[src/rtl/jt900h_pkg.sv]
// Shared definitions for the jt900h op-code prefetch path:
// default widths and the fetch controller state encodings.
package jt900h_pkg;

  localparam int JT_AW     = 24;
  localparam int JT_QDEPTH = 8;

  typedef logic [1:0] fetch_state_t;

  // IDLE: free to start a read; WAIT: read outstanding; DROP: discard a stale reply
  localparam fetch_state_t ST_IDLE = 2'd0;
  localparam fetch_state_t ST_WAIT = 2'd1;
  localparam fetch_state_t ST_DROP = 2'd2;

endpackage

[src/rtl/jt900h_opfetch_fifo.sv]
// Byte FIFO for the prefetch queue: up to two bytes written per cycle,
// a four-byte read window at the head and a 0-3 byte variable pop.
module jt900h_opfetch_fifo #(
  parameter int QDEPTH = 8
) (
  input  logic                     i_clk,
  input  logic                     i_rst,
  input  logic                     i_cen,
  input  logic                     i_flush,
  input  logic [1:0]               i_wrN,
  input  logic [7:0]               i_wrB0,
  input  logic [7:0]               i_wrB1,
  input  logic [1:0]               i_pop,
  output logic [31:0]              o_win,
  output logic [$clog2(QDEPTH):0]  o_count,
  output logic                     o_ok
);

  localparam int PW = $clog2(QDEPTH);
  localparam int CW = PW + 1;

  logic [7:0]    r_mem [QDEPTH];
  logic [PW-1:0] r_rd;
  logic [PW-1:0] r_wr;
  logic [CW-1:0] r_count;

  // Storage and pointers; a flush empties the queue and drops any write in the same cycle
  always_ff @(posedge i_clk) begin
    if (i_rst) begin
      r_rd    <= '0;
      r_wr    <= '0;
      r_count <= '0;
      for (int i = 0; i < QDEPTH; i++) r_mem[i] <= '0;
    end else if (i_cen) begin
      if (i_flush) begin
        r_rd    <= '0;
        r_wr    <= '0;
        r_count <= '0;
      end else begin
        if (i_wrN != 2'd0) r_mem[r_wr] <= i_wrB0;
        if (i_wrN == 2'd2) r_mem[r_wr + PW'(1)] <= i_wrB1;
        r_wr    <= r_wr + PW'(i_wrN);
        r_rd    <= r_rd + PW'(i_pop);
        r_count <= r_count + CW'(i_wrN) - CW'(i_pop);
      end
    end
  end

  // Little-endian window of the four oldest bytes, read straight from registers
  always_comb begin
    o_win = '0;
    for (int k = 0; k < 4; k++) o_win[8*k +: 8] = r_mem[r_rd + PW'(k)];
  end

  assign o_count = r_count;
  assign o_ok    = (r_count >= CW'(4));

endmodule

[src/rtl/jt900h_opfetch.sv]
// Instruction prefetch queue: fetches 16-bit words into a byte FIFO and
// presents the next four op-code bytes to the decoder, handling jumps
// to odd addresses and reads that are still in flight when a jump lands.
module jt900h_opfetch
  import jt900h_pkg::*;
#(
  parameter int QDEPTH = JT_QDEPTH,
  parameter int AW     = JT_AW
) (
  input  logic          i_clk,
  input  logic          i_rst,
  input  logic          i_cen,
  input  logic          i_pc_load,
  input  logic [AW-1:0] i_pc_new,
  output logic [AW-1:0] o_pc,
  output logic [31:0]   o_op,
  output logic          o_op_ok,
  input  logic [1:0]    i_fetched,
  output logic [AW-1:0] o_bus_addr,
  output logic          o_bus_rd,
  input  logic [15:0]   i_bus_din,
  input  logic          i_bus_ok
);

  localparam int CW = $clog2(QDEPTH) + 1;

  fetch_state_t  r_state;
  logic [AW-1:0] r_pc;
  logic [AW-2:0] r_wordAddr;
  logic          r_skipLo;

  logic [CW-1:0] w_count;
  logic          w_canReq;
  logic          w_take;
  logic [1:0]    w_consumed;
  logic [1:0]    w_wrN;
  logic [7:0]    w_wrB0;

  assign w_canReq   = (w_count <= CW'(QDEPTH - 2));
  assign w_take     = (r_state == ST_WAIT) && i_bus_ok;
  assign w_consumed = o_op_ok ? i_fetched : 2'd0;
  assign w_wrN      = (w_take && !i_pc_load) ? (r_skipLo ? 2'd1 : 2'd2) : 2'd0;
  assign w_wrB0     = r_skipLo ? i_bus_din[15:8] : i_bus_din[7:0];

  jt900h_opfetch_fifo #(
    .QDEPTH (QDEPTH)
  ) u_fifo (
    .i_clk   (i_clk),
    .i_rst   (i_rst),
    .i_cen   (i_cen),
    .i_flush (i_pc_load),
    .i_wrN   (w_wrN),
    .i_wrB0  (w_wrB0),
    .i_wrB1  (i_bus_din[15:8]),
    .i_pop   (w_consumed),
    .o_win   (o_op),
    .o_count (w_count),
    .o_ok    (o_op_ok)
  );

  // Fetch controller, pc tracking and jump handling; a jump beats every other event
  always_ff @(posedge i_clk) begin
    if (i_rst) begin
      r_state    <= ST_IDLE;
      r_pc       <= '0;
      r_wordAddr <= '0;
      r_skipLo   <= 1'b0;
    end else if (i_cen) begin
      if (i_pc_load) begin
        r_pc       <= i_pc_new;
        r_wordAddr <= i_pc_new[AW-1:1];
        r_skipLo   <= i_pc_new[0];
        r_state    <= ((r_state != ST_IDLE) && !i_bus_ok) ? ST_DROP : ST_IDLE;
      end else begin
        r_pc <= r_pc + AW'(w_consumed);
        case (r_state)
          ST_IDLE: if (w_canReq) r_state <= ST_WAIT;
          ST_WAIT: begin
            if (i_bus_ok) begin
              r_state    <= ST_IDLE;
              r_wordAddr <= r_wordAddr + 1'b1;
              r_skipLo   <= 1'b0;
            end
          end
          ST_DROP: if (i_bus_ok) r_state <= ST_IDLE;
          default: r_state <= ST_IDLE;
        endcase
      end
    end
  end

  assign o_pc       = r_pc;
  assign o_bus_addr = {r_wordAddr, 1'b0};
  assign o_bus_rd   = (r_state == ST_WAIT);

endmodule

[config.mk]
export PLATFORM = sky130hd
export DESIGN_NAME = jt900h_opfetch
export DESIGN_NICKNAME = d
export VERILOG_FILES = /design/src/rtl/jt900h_pkg.sv /design/src/rtl/jt900h_opfetch_fifo.sv /design/src/rtl/jt900h_opfetch.sv
export SDC_FILE = /design/constraint.sdc
export NUM_CORES = 1
export LEC_CHECK = 0
export ABC_AREA = 1
export ABC_CLOCK_PERIOD_IN_PS = 2900
export CAP_MARGIN = 20
export CORE_MARGIN = 1.5
export CORE_UTILIZATION = 45
export DETAILED_ROUTE_END_ITERATION = 12
export PLACE_DENSITY = 0.75
export RECOVER_POWER = 50
export SETUP_SLACK_MARGIN = 0.15
export SYNTH_ARGS = -nofsm -noshare
export SYNTH_HDL_FRONTEND = slang
export SYNTH_SLANG_ARGS = --single-unit
[constraint.sdc]
create_clock -name i_clk -period 2.9 [get_ports i_clk]
set_input_delay 0.29 -clock i_clk [delete_from_list [all_inputs] [get_ports i_clk]]
set_output_delay 0.29 -clock i_clk [all_outputs]
set_load 0.01 [all_outputs]
==> results of run 1 <==
[Yosys cell counts (2+ instances only)]
master       n  area (sq um)
a21oi_1    112           561
a2bb2oi_1    2          17.5
a31oi_1     16           100
buf_1        3          11.3
buf_2       12          60.1
clkbuf_1    44           165
clkinv_1    10          37.5
dfxtp_1     63          1260
edfxtp_1    64          1920
fa_1         5           100
ha_1        16           200
inv_1      127           477
inv_2        7          26.3
nand2_1    263           987
nand3_1     74           370
nand3_2      3          30.0
nand4_1      8          50.1
nor2_1     121           454
nor2_2       4          25.0
nor3_1       7          35.0
nor3_2       2          20.0
o211ai_1    12          90.1
o21a_1       3          22.5
o21ai_0    183           916
o21ai_1      2          10.0
o21bai_1     7          52.6
o22a_1      16           140
o22ai_1     64           400
xnor2_1      6          52.6
xor2_1       6          52.6
[kinds of logic (layout without fill, tap and decap cells)]
| group | after synthesis | after routing | share of synthesized area |
|---|---|---|---|
| adder cells (fa/ha/maj) | 21 | 21 | 0.0345 |
| flip-flops | 127 | 127 | 0.366 |
| AND/OR/NAND/NOR | 485 | 485 | 0.230 |
| buffers and inverters | 204 | 331 | 0.0901 |
| XOR/XNOR | 12 | 12 | 0.0121 |
| AO/OA/AOI/OAI | 419 | 419 | 0.267 |
| other | 1 | 1 | 0.000431 |
[critical path, cell delays in order]
cell           delay [ns]
dlygate4sd3_1        0.57
inv_1                0.09
nand2_1              0.20
inv_1                0.14
nand3_1              0.22
nor3_1               0.41
nand3_1              0.39
nand3_1              0.41
[sequential cells by signal (all words and copies together) (netlist names), named ones only]
signal and cells:
u_fifo.o_count 4, r_state 2, u_fifo.r_wr 3, u_fifo.r_mem 64, r_skipLo 1, o_pc 24
r_wordAddr 23, u_fifo.r_rd 3
[final timing paths]
path,start,depth (start not counted),slack [ns],endpoint
setup / recovery,i_pc_load,8,0.24,u_fifo.r_mem[1][1]
hold / removal,u_fifo.o_count[3],2,0.48,u_fifo.o_count[3]
setup reg to reg,r_state[1],8,0.42,u_fifo.r_mem[1][1]
hold reg to reg,u_fifo.o_count[3],2,0.48,u_fifo.o_count[3]
[power groups by stage]
stage | sequential, mW | combinational, mW | clock [mW]
global placement | 2.11 | 0.922 | 0
detailed placement | 2.11 | 0.934 | 0
CTS | 2.07 | 0.945 | 2.04
finish | 2.07 | 0.933 | 2.02
global route | 2.09 | 1.02 | 2.11
floorplan | 2.09 | 0.498 | 0
[area by class of cell]
class | instances | share of cell area
multi-input combinational | 938 | 0.436
inverter | 144 | 0.0500
timing repair buffer | 155 | 0.140
clock inverter | 12 | 0.00840
clock buffer | 20 | 0.0430
tap | 260 | 0.0299
sequential | 127 | 0.293
[repair_timing]
action                     4_1_cts  5_1_grt
setup endpoints to repair       11       32
gates resized for setup          4       13
setup buffers                    2        0
[layer usage]
metal | global-route usage | wire [um]
met5 | 0 | 0
met4 | 0.107 | 1100
met3 | 0.0410 | 2670
met2 | 0.453 | 13000
met1 | 0.383 | 11800
[metrics by stage]
step | cell area (sq um) | instances | total power [mW] | setup WS (ns)
after floorplan | 8700 | 1269 | 2.59 | 0.482
after global placement | 10300 | 1622 | 3.03 | 0.152
after detailed placement | 10300 | 1622 | 3.04 | 0.109
after CTS | 10900 | 1656 | 5.05 | 0.181
after global routing | 10900 | 1656 | 5.22 | 0.0853
final | 10900 | 1656 | 5.03 | 0.239
==> impl_metrics.json, run 1 <==
{
  "cts_tree": "yes",
  "first_pass_iters": 7,
  "ys.flop_type": "edfxtp_1",
  "peakVddDrop_mv": 0.432,
  "start_util": 0.462,
  "core_sq_mm": 0.0188,
  "wl_per_cell_um": 17.2,
  "gr-total-overflow": 0,
  "nets": 1451,
  "p_leak_nw": 4.30,
  "ys_seq_area_frac": 0.366,
  "wl_mm": 28.5,
  "seq_area_sq_mm": 0.00319,
  "async_flop_share": 0,
  "finalCritPeriodShare": 0.918,
  "dieHeight_um": 142,
  "clockBufferDepth": 2,
  "drt-initial-drc-count": 1091,
  "hold_slack_ns": 0.478,
  "via_per_inst": 5.74,
  "synth_nets": 1337,
  "p_clk_frac": 0.402,
  "syn2layout_area_growth_pct": 25.0,
  "final_common_cell": "nand2_1",
  "synth_enable_flop_cells": 64,
  "yosysWarnings": 0,
  "diodes": 0,
  "p_comb_frac": 0.186,
  "tightest_slew_ns": 0.791,
  "hold_path.class": "reg2reg",
  "cts-root-buf": "clkbuf_16",
  "grt_setup_unrepaired": "yes",
  "fmax_mhz": 376,
  "crit_path_start_kind": "primary input",
  "finalSetupViolations": 0,
  "maxCapViolCount": 0,
  "crit_fanout": 9,
  "grt_usage": 0.281,
  "die_w_um": 142,
  "cts_sinks": 127,
  "grt_max_degree": 68,
  "final_cell_mix": "nand2_1, o21ai_0, inv_1",
  "rows": 50,
  "crit_required_ns": 2.97,
  "vias": 9500,
  "fillers": 1718,
  "ys_seq_elements": 127,
  "portBuffers": 127,
  "swShare": 0.283,
  "synth.avg_cell_area_sq_um": 6.86,
  "end_kind": "flop",
  "power_frac_seq": 0.412,
  "cp.arrival_ns": 2.73,
  "numCtsBuffers": 17,
  "clk_pin_slew_ns": 0.06,
  "drive_gt1_frac": 0.0523,
  "clock_skew_ns": 0.00926,
  "fin_crit_ns": 2.66,
  "maxSlewViolCount": 0,
  "die_area_sq_mm": 0.0202,
  "ys_types": 37,
  "cts-hold-fix-buffers": 0,
  "p_int_mw": 3.60,
  "clk_latency_ns": 0.42,
  "final_hold_viol_count": 0,
  "grt_pass1_vias": 8277,
  "tns_ns": 0,
  "multi_input_area_sq_mm": 0.00474,
  "maxSlewHeadroom": 0.473,
  "grt_pass1_wl_mm": 44.3,
  "antenna_found_initial": 0,
  "power_switching_mw": 1.42,
  "antenna_left": 0,
  "powerDensity_mw_per_mm2": 462,
  "gp_congestion": 0.950,
  "drc": 0,
  "io_pins": 129,
  "netlist_instances": 1269,
  "crit_type": "in2reg",
  "status": "completed",
  "htreeDepth": 4,
  "final_util": 0.578,
  "hpwl_mm": 21.0,
  "synth.cell_area_sq_mm": 0.00870
}
Note: power is estimated with default switching activity, not from simulation.
==> run 2: changes to the inputs <==
--- a/config.mk
+++ b/config.mk
@@ -11,6 +11,7 @@
 export CORE_MARGIN = 1.5
 export CORE_UTILIZATION = 45
 export DETAILED_ROUTE_END_ITERATION = 12
+export GPL_ROUTABILITY_DRIVEN = 0
 export PLACE_DENSITY = 0.75
 export RECOVER_POWER = 50
 export SETUP_SLACK_MARGIN = 0.15
==> impl_metrics.json, run 2 (synthesized netlist as in run 1, its figures left out) <==
{
  "status": "completed",
  "dr_wl_met2_mm": 13.0,
  "postCtsSetupRepairBufs": 0,
  "crit_required_ns": 2.61,
  "wl_met1_mm": 11.9,
  "design_area_sq_mm": 0.0109,
  "crit_type": "reg2out",
  "antenna_left": 0,
  "grt_pass1_wl_mm": 44.9,
  "fin_crit_ns": 2.65,
  "cts-root-buf": "clkbuf_16",
  "cts_sinks": 127,
  "hold_slack_ns": 0.482,
  "power_frac_seq": 0.408,
  "wl_per_cell_um": 17.3,
  "clk_pin_slew_ns": 0.06,
  "grt_pass1_vias": 8403,
  "gr-total-overflow": 0,
  "fmax_mhz": 377,
  "numCtsBuffers": 17,
  "end_kind": "primary output",
  "cp.arrival_ns": 2.36,
  "crit_path_start_kind": "flop",
  "syn2layout_area_growth_pct": 25.2,
  "largest_register": "u_fifo.r_mem",
  "maxSlewViolCount": 0,
  "tns_ns": 0,
  "clock_skew_ns": 0.00942,
  "dpl_worst_slack_ns": 0.0780,
  "hold_path.class": "reg2reg",
  "drt-initial-drc-count": 1094,
  "p_int_mw": 3.62,
  "htreeDepth": 4,
  "power_switching_mw": 1.46,
  "diodes": 0,
  "maxCapViolCount": 0,
  "clk_latency_ns": 0.43,
  "peakVddDrop_mv": 0.419,
  "cts_resized": 3,
  "tightest_slew_ns": 0.790,
  "portBuffers": 127,
  "first_pass_iters": 8,
  "p_clk_frac": 0.409,
  "powerDensity_mw_per_mm2": 466,
  "largest_reg_flops": 64,
  "dieHeight_um": 142,
  "vias": 9521,
  "critPathSlowestCell": "clkdlybuf4s50_1",
  "hpwl_mm": 21.1,
  "maxSlewHeadroom": 0.473,
  "setup_ws_ns": 0.248,
  "p_leak_nw": 4.30,
  "wl_mm": 28.6,
  "final_hold_viol_count": 0,
  "die_w_um": 142,
  "drc": 0,
  "grt_usage": 0.284,
  "cts_tree": "yes",
  "reg2regPathDepth": 14,
  "io_pins": 129,
  "crit_fanout": 64,
  "final_common_cell": "nand2_1",
  "clockBufferDepth": 2,
  "drive_gt1_frac": 0.0558,
  "antenna_found_initial": 0,
  "die_area_sq_mm": 0.0202,
  "worstHoldPathCells": 2,
  "reg2reg_slack_ns": 0.37,
  "via_per_inst": 5.75,
  "placed_cell_area_sq_mm": 0.0103,
  "nets": 1452,
  "path_common_cell": "o21ai_0",
  "p_comb_frac": 0.183,
  "top_layer_used": "met4",
  "grt_setup_unrepaired": "yes",
  "critical_path.cell_chain": "inv_1 > buf_8 > o21ai_0 > o21ai_0 > o22a_1 > clkdlybuf4s50_1",
  "swShare": 0.287,
  "final_cells": 1657,
  "post-place-cells": 1625,
  "core_sq_mm": 0.0188,
  "finalSetupViolations": 0,
  "wl_met3_mm": 2.72,
  "grt_max_degree": 65,
  "finalCritPeriodShare": 0.915,
  "rows": 50,
  "start_util": 0.462,
  "cts-hold-fix-buffers": 0,
  "final_cell_mix": "nand2_1, o21ai_0, inv_1",
  "crit_path_max_incr_delay_ns": 0.53
}
## run 2: cell types whose count changed in the layout (fill, tap and decap cells not counted), moves of 2 or more
cell | before | now
clkinv_4 | 0 | 4
nand3_2 | 3 | 5
nand3_1 | 75 | 73
o21ai_1 | 5 | 7
o21ai_0 | 180 | 178
buf_12 | 4 | 2
clkinvlp_4 | 4 | 2
## run 2: worst paths after layout
path / start / end
worst max-delay path: u_fifo.r_rd[0] / o_op[8]
worst max register to register: u_fifo.o_count[2] / o_pc[16]
worst min register to register: u_fifo.o_count[3] / u_fifo.o_count[3]
worst min-delay path: u_fifo.o_count[3] / u_fifo.o_count[3]
## run 2: critical path, delay by kind of cell, from the launching register on
| kind | cells | cell delay [ns] |
|---|---|---|
| compound gates | 3 | 0.66 |
| buf+inv | 3 | 0.93 |
| flops | 1 | 0.33 |
## run 2: layout make-up
class                           count  area (sq um)
Fill cell                        1758          7940
Multi-Input combinational cell    938          4760
Sequential cell                   127          3190
Timing Repair Buffer              156          1510
Inverter                          144           541
Clock buffer                       17           425
Tap cell                          260           325
Clock inverter                     15           145
## run 2: stage by stage
stage                     total power, mW  utilization
after floorplan                      2.59            -
after global placement               3.02        0.546
after detailed placement             3.04        0.546
after CTS                            5.09        0.577
after global routing                 5.27        0.579
final                                5.08        0.579
## run 2: power by group through the flow
stage | clock, mW | combinational, mW | sequential (mW)
floorplan | 0 | 0.498 | 2.09
global placement | 0 | 0.913 | 2.11
detailed placement | 0 | 0.930 | 2.11
CTS | 2.08 | 0.937 | 2.07
global route | 2.17 | 1.02 | 2.08
finish | 2.08 | 0.929 | 2.07
## run 2: routing by layer
metal / GRT usage / up-vias
met1: 0.376 / 4296
met5: 0 / -
met3: 0.0562 / 72
li1: - / 4596
met4: 0.119 / 0
met2: 0.453 / 557
==> run 3: changes to the inputs <==
--- a/config.mk
+++ b/config.mk
@@ -5,7 +5,6 @@
 export SDC_FILE = /design/constraint.sdc
 export NUM_CORES = 1
 export LEC_CHECK = 0
-export ABC_AREA = 1
 export ABC_CLOCK_PERIOD_IN_PS = 2900
 export CAP_MARGIN = 20
 export CORE_MARGIN = 1.5
==> impl_metrics.json, run 3 <==
{
  "status": "completed",
  "wl_per_cell_um": 20.5,
  "portBuffers": 127,
  "drt-initial-drc-count": 867,
  "tightest_slew_ns": 0.931,
  "synth.cell_area_sq_mm": 0.00868,
  "clockBufferDepth": 2,
  "synth_simple_gate_area_frac": 0.156,
  "powerDensity_mw_per_mm2": 471,
  "yosysWarnings": 0,
  "drive_gt1_frac": 0.205,
  "grt_pass1_vias": 7395,
  "cts_sinks": 127,
  "wl_mm": 26.1,
  "grt_max_degree": 53,
  "async_flop_share": 0,
  "ys_types": 73,
  "r2r-start": "u_fifo.o_count[0]",
  "core_sq_mm": 0.0188,
  "met1_usage": 0.367,
  "p_leak_nw": 4.10,
  "final_cell_mix": "nand2_1, clkdlybuf4s50_1, edfxtp_1",
  "final_hold_viol_count": 0,
  "first_pass_iters": 7,
  "startpoint": "u_fifo.o_count[0]",
  "peakVddDrop_mv": 0.315,
  "synth_compound_area_frac": 0.183,
  "cp.arrival_ns": 3.09,
  "synth.avg_cell_area_sq_um": 10.1,
  "crit_required_ns": 3.25,
  "hold_path.class": "in2reg",
  "netlist_instances": 858,
  "htreeDepth": 4,
  "clk_latency_ns": 0.43,
  "fmax_mhz": 365,
  "via_per_inst": 6.23,
  "synthAdderAreaFrac": 0.0346,
  "syn2layout_area_growth_pct": 28.2,
  "antenna_left": 0,
  "post-synth-top-count-cell": "nand2_1",
  "synth_common_cells": "nand2_1, edfxtp_1, dfxtp_1, nor2_1, o21ai_0",
  "tns_ns": 0,
  "start_util": 0.461,
  "synth.area.top_cells": "edfxtp_1, dfxtp_1, mux4_2, mux2_2, nand2_1",
  "maxSlewViolCount": 0,
  "gr-total-overflow": 0,
  "synth_nets": 926,
  "largest_register": "u_fifo.r_mem",
  "min_from": "i_rst",
  "crit_fanout": 4,
  "final_cells": 1274,
  "diodes": 0,
  "synth_mux_area_frac": 0.206,
  "cts_tree": "yes",
  "crit_path_start_kind": "flop",
  "io_pins": 129,
  "largest_reg_flops": 64,
  "ys.flop_type": "edfxtp_1",
  "finalCritPeriodShare": 0.944,
  "maxCapViolCount": 0,
  "grt_busiest_layer": "met2",
  "final_common_cell": "nand2_1",
  "drc": 0,
  "post-place-cells": 1223,
  "synth_top_family_by_area": "multiplexers",
  "finalSetupViolations": 0,
  "vias": 7934,
  "synth_xor_area_frac": 0.00606,
  "numCtsBuffers": 17,
  "cts-root-buf": "clkbuf_16",
  "hpwl_mm": 17.9,
  "fillers": 1544,
  "rows": 50,
  "synth_enable_flop_cells": 64,
  "nets": 1069,
  "grt_usage": 0.261,
  "end_kind": "flop",
  "antenna_found_initial": 1,
  "gr-usage-met2": 0.408,
  "crit_type": "reg2reg",
  "synth_top_cell_by_area": "edfxtp_1",
  "die_area_sq_mm": 0.0201,
  "post-synth-top-area-fraction": 0.222,
  "clk_pin_slew_ns": 0.07,
  "use_met3": 0.0496,
  "grt_pass1_wl_mm": 40.8,
  "die_w_um": 142,
  "maxSlewHeadroom": 0.379,
  "ys_seq_area_frac": 0.367,
  "ys_seq_elements": 127,
  "grt_setup_unrepaired": "yes",
  "cts-hold-fix-buffers": 0,
  "dieHeight_um": 142,
  "clock_skew_ns": 0.0157,
  "fin_crit_ns": 2.74
}
## run 3: cell types whose count changed in the layout (fill, tap and decap cells not counted), sizes merged, moves of 45 or more
| cell | change |
|---|---|
| a21oi | -70 |
| mux4 | +45 |
| inv | -102 |
| o21ai | -118 |
| o22ai | -58 |
| nor2 | -67 |
| mux2 | +45 |
| nand2 | -179 |
| nand3 | -51 |
## run 3: critical path, cell delays in order, from the launching register on
cell and delay [ns]:
dfxtp_4 0.35, o41ai_4 0.41, and2_4 0.22, ha_4 0.13
inv_2 0.04, fa_2 0.39, or4b_4 0.58, o41ai_2 0.29
nand2_1 0.09, a21oi_1 0.15
## run 3: cell type report
cell class,count,area (sq um),area share
clock buffer,18,429,0.0386
clock inverter,14,155,0.0139
inverter,29,114,0.0102
multi-input combinational,633,5120,0.460
sequential,127,3200,0.287
tap,260,325,0.0292
timing repair buffer,193,1790,0.161
## run 3: final timing paths
path | endpoint | slack [ns] | cells past startpoint
worst max-delay path | o_pc[14] | 0.16 | 9
worst min register to register | r_state[1] | 0.49 | 2
worst min-delay path | r_wordAddr[20] | 0.22 | 4
worst max register to register | o_pc[14] | 0.16 | 9
## run 3: what timing repair did
item / in CTS / in global routing
setup buffers: 5 / 12
cloned: 1 / 1
pin swaps: 3 / 9
resized for setup: 16 / 18
endpoints found under the setup margin: 25 / 31
## run 3: layer usage
metal / part of all wire / vias to the layer above / wire [um]
li1: - / 3609 / -
met1: 0.41 / 3798 / 10600
met2: 0.47 / 478 / 12300
met3: 0.10 / 47 / 2630
met4: 0.020 / 2 / 526
met5: 0.00050 / - / 13
## run 3: per-stage QoR
step / hold slack, ns / worst slack (ns) / power (mW) / utilization / instance area [sq um]
floorplan: 0.453 / 0.154 / 2.68 / - / 8710
global placement: 0.473 / 0.111 / 3.08 / 0.550 / 10400
detailed placement: 0.478 / 0.0814 / 3.10 / 0.550 / 10400
CTS: 0.214 / 0.135 / 5.24 / 0.586 / 11000
global route: 0.245 / 0.0872 / 5.44 / 0.591 / 11100
finish: 0.223 / 0.162 / 5.23 / 0.591 / 11100
## run 3: cells by family (layout without fill, tap and decap cells)
kind of cell / after synthesis / count (layout)
buffers and inverters: 98 / 254
adders and majority gates: 21 / 21
other: 1 / 1
and+or+nand+nor: 255 / 255
DFF: 127 / 127
xor gates and xnor gates: 6 / 6
muxes: 114 / 114
AOI/OAI and AO/OA: 236 / 236
## run 3: power breakdown
part	leakage, nW	total [mW]	internal (mW)	switching (mW)
combinational	2.64	1.03	0.531	0.495
clock	0.280	2.13	1.28	0.849
sequential	1.18	2.08	1.97	0.114
total	4.10	5.23	3.78	1.46
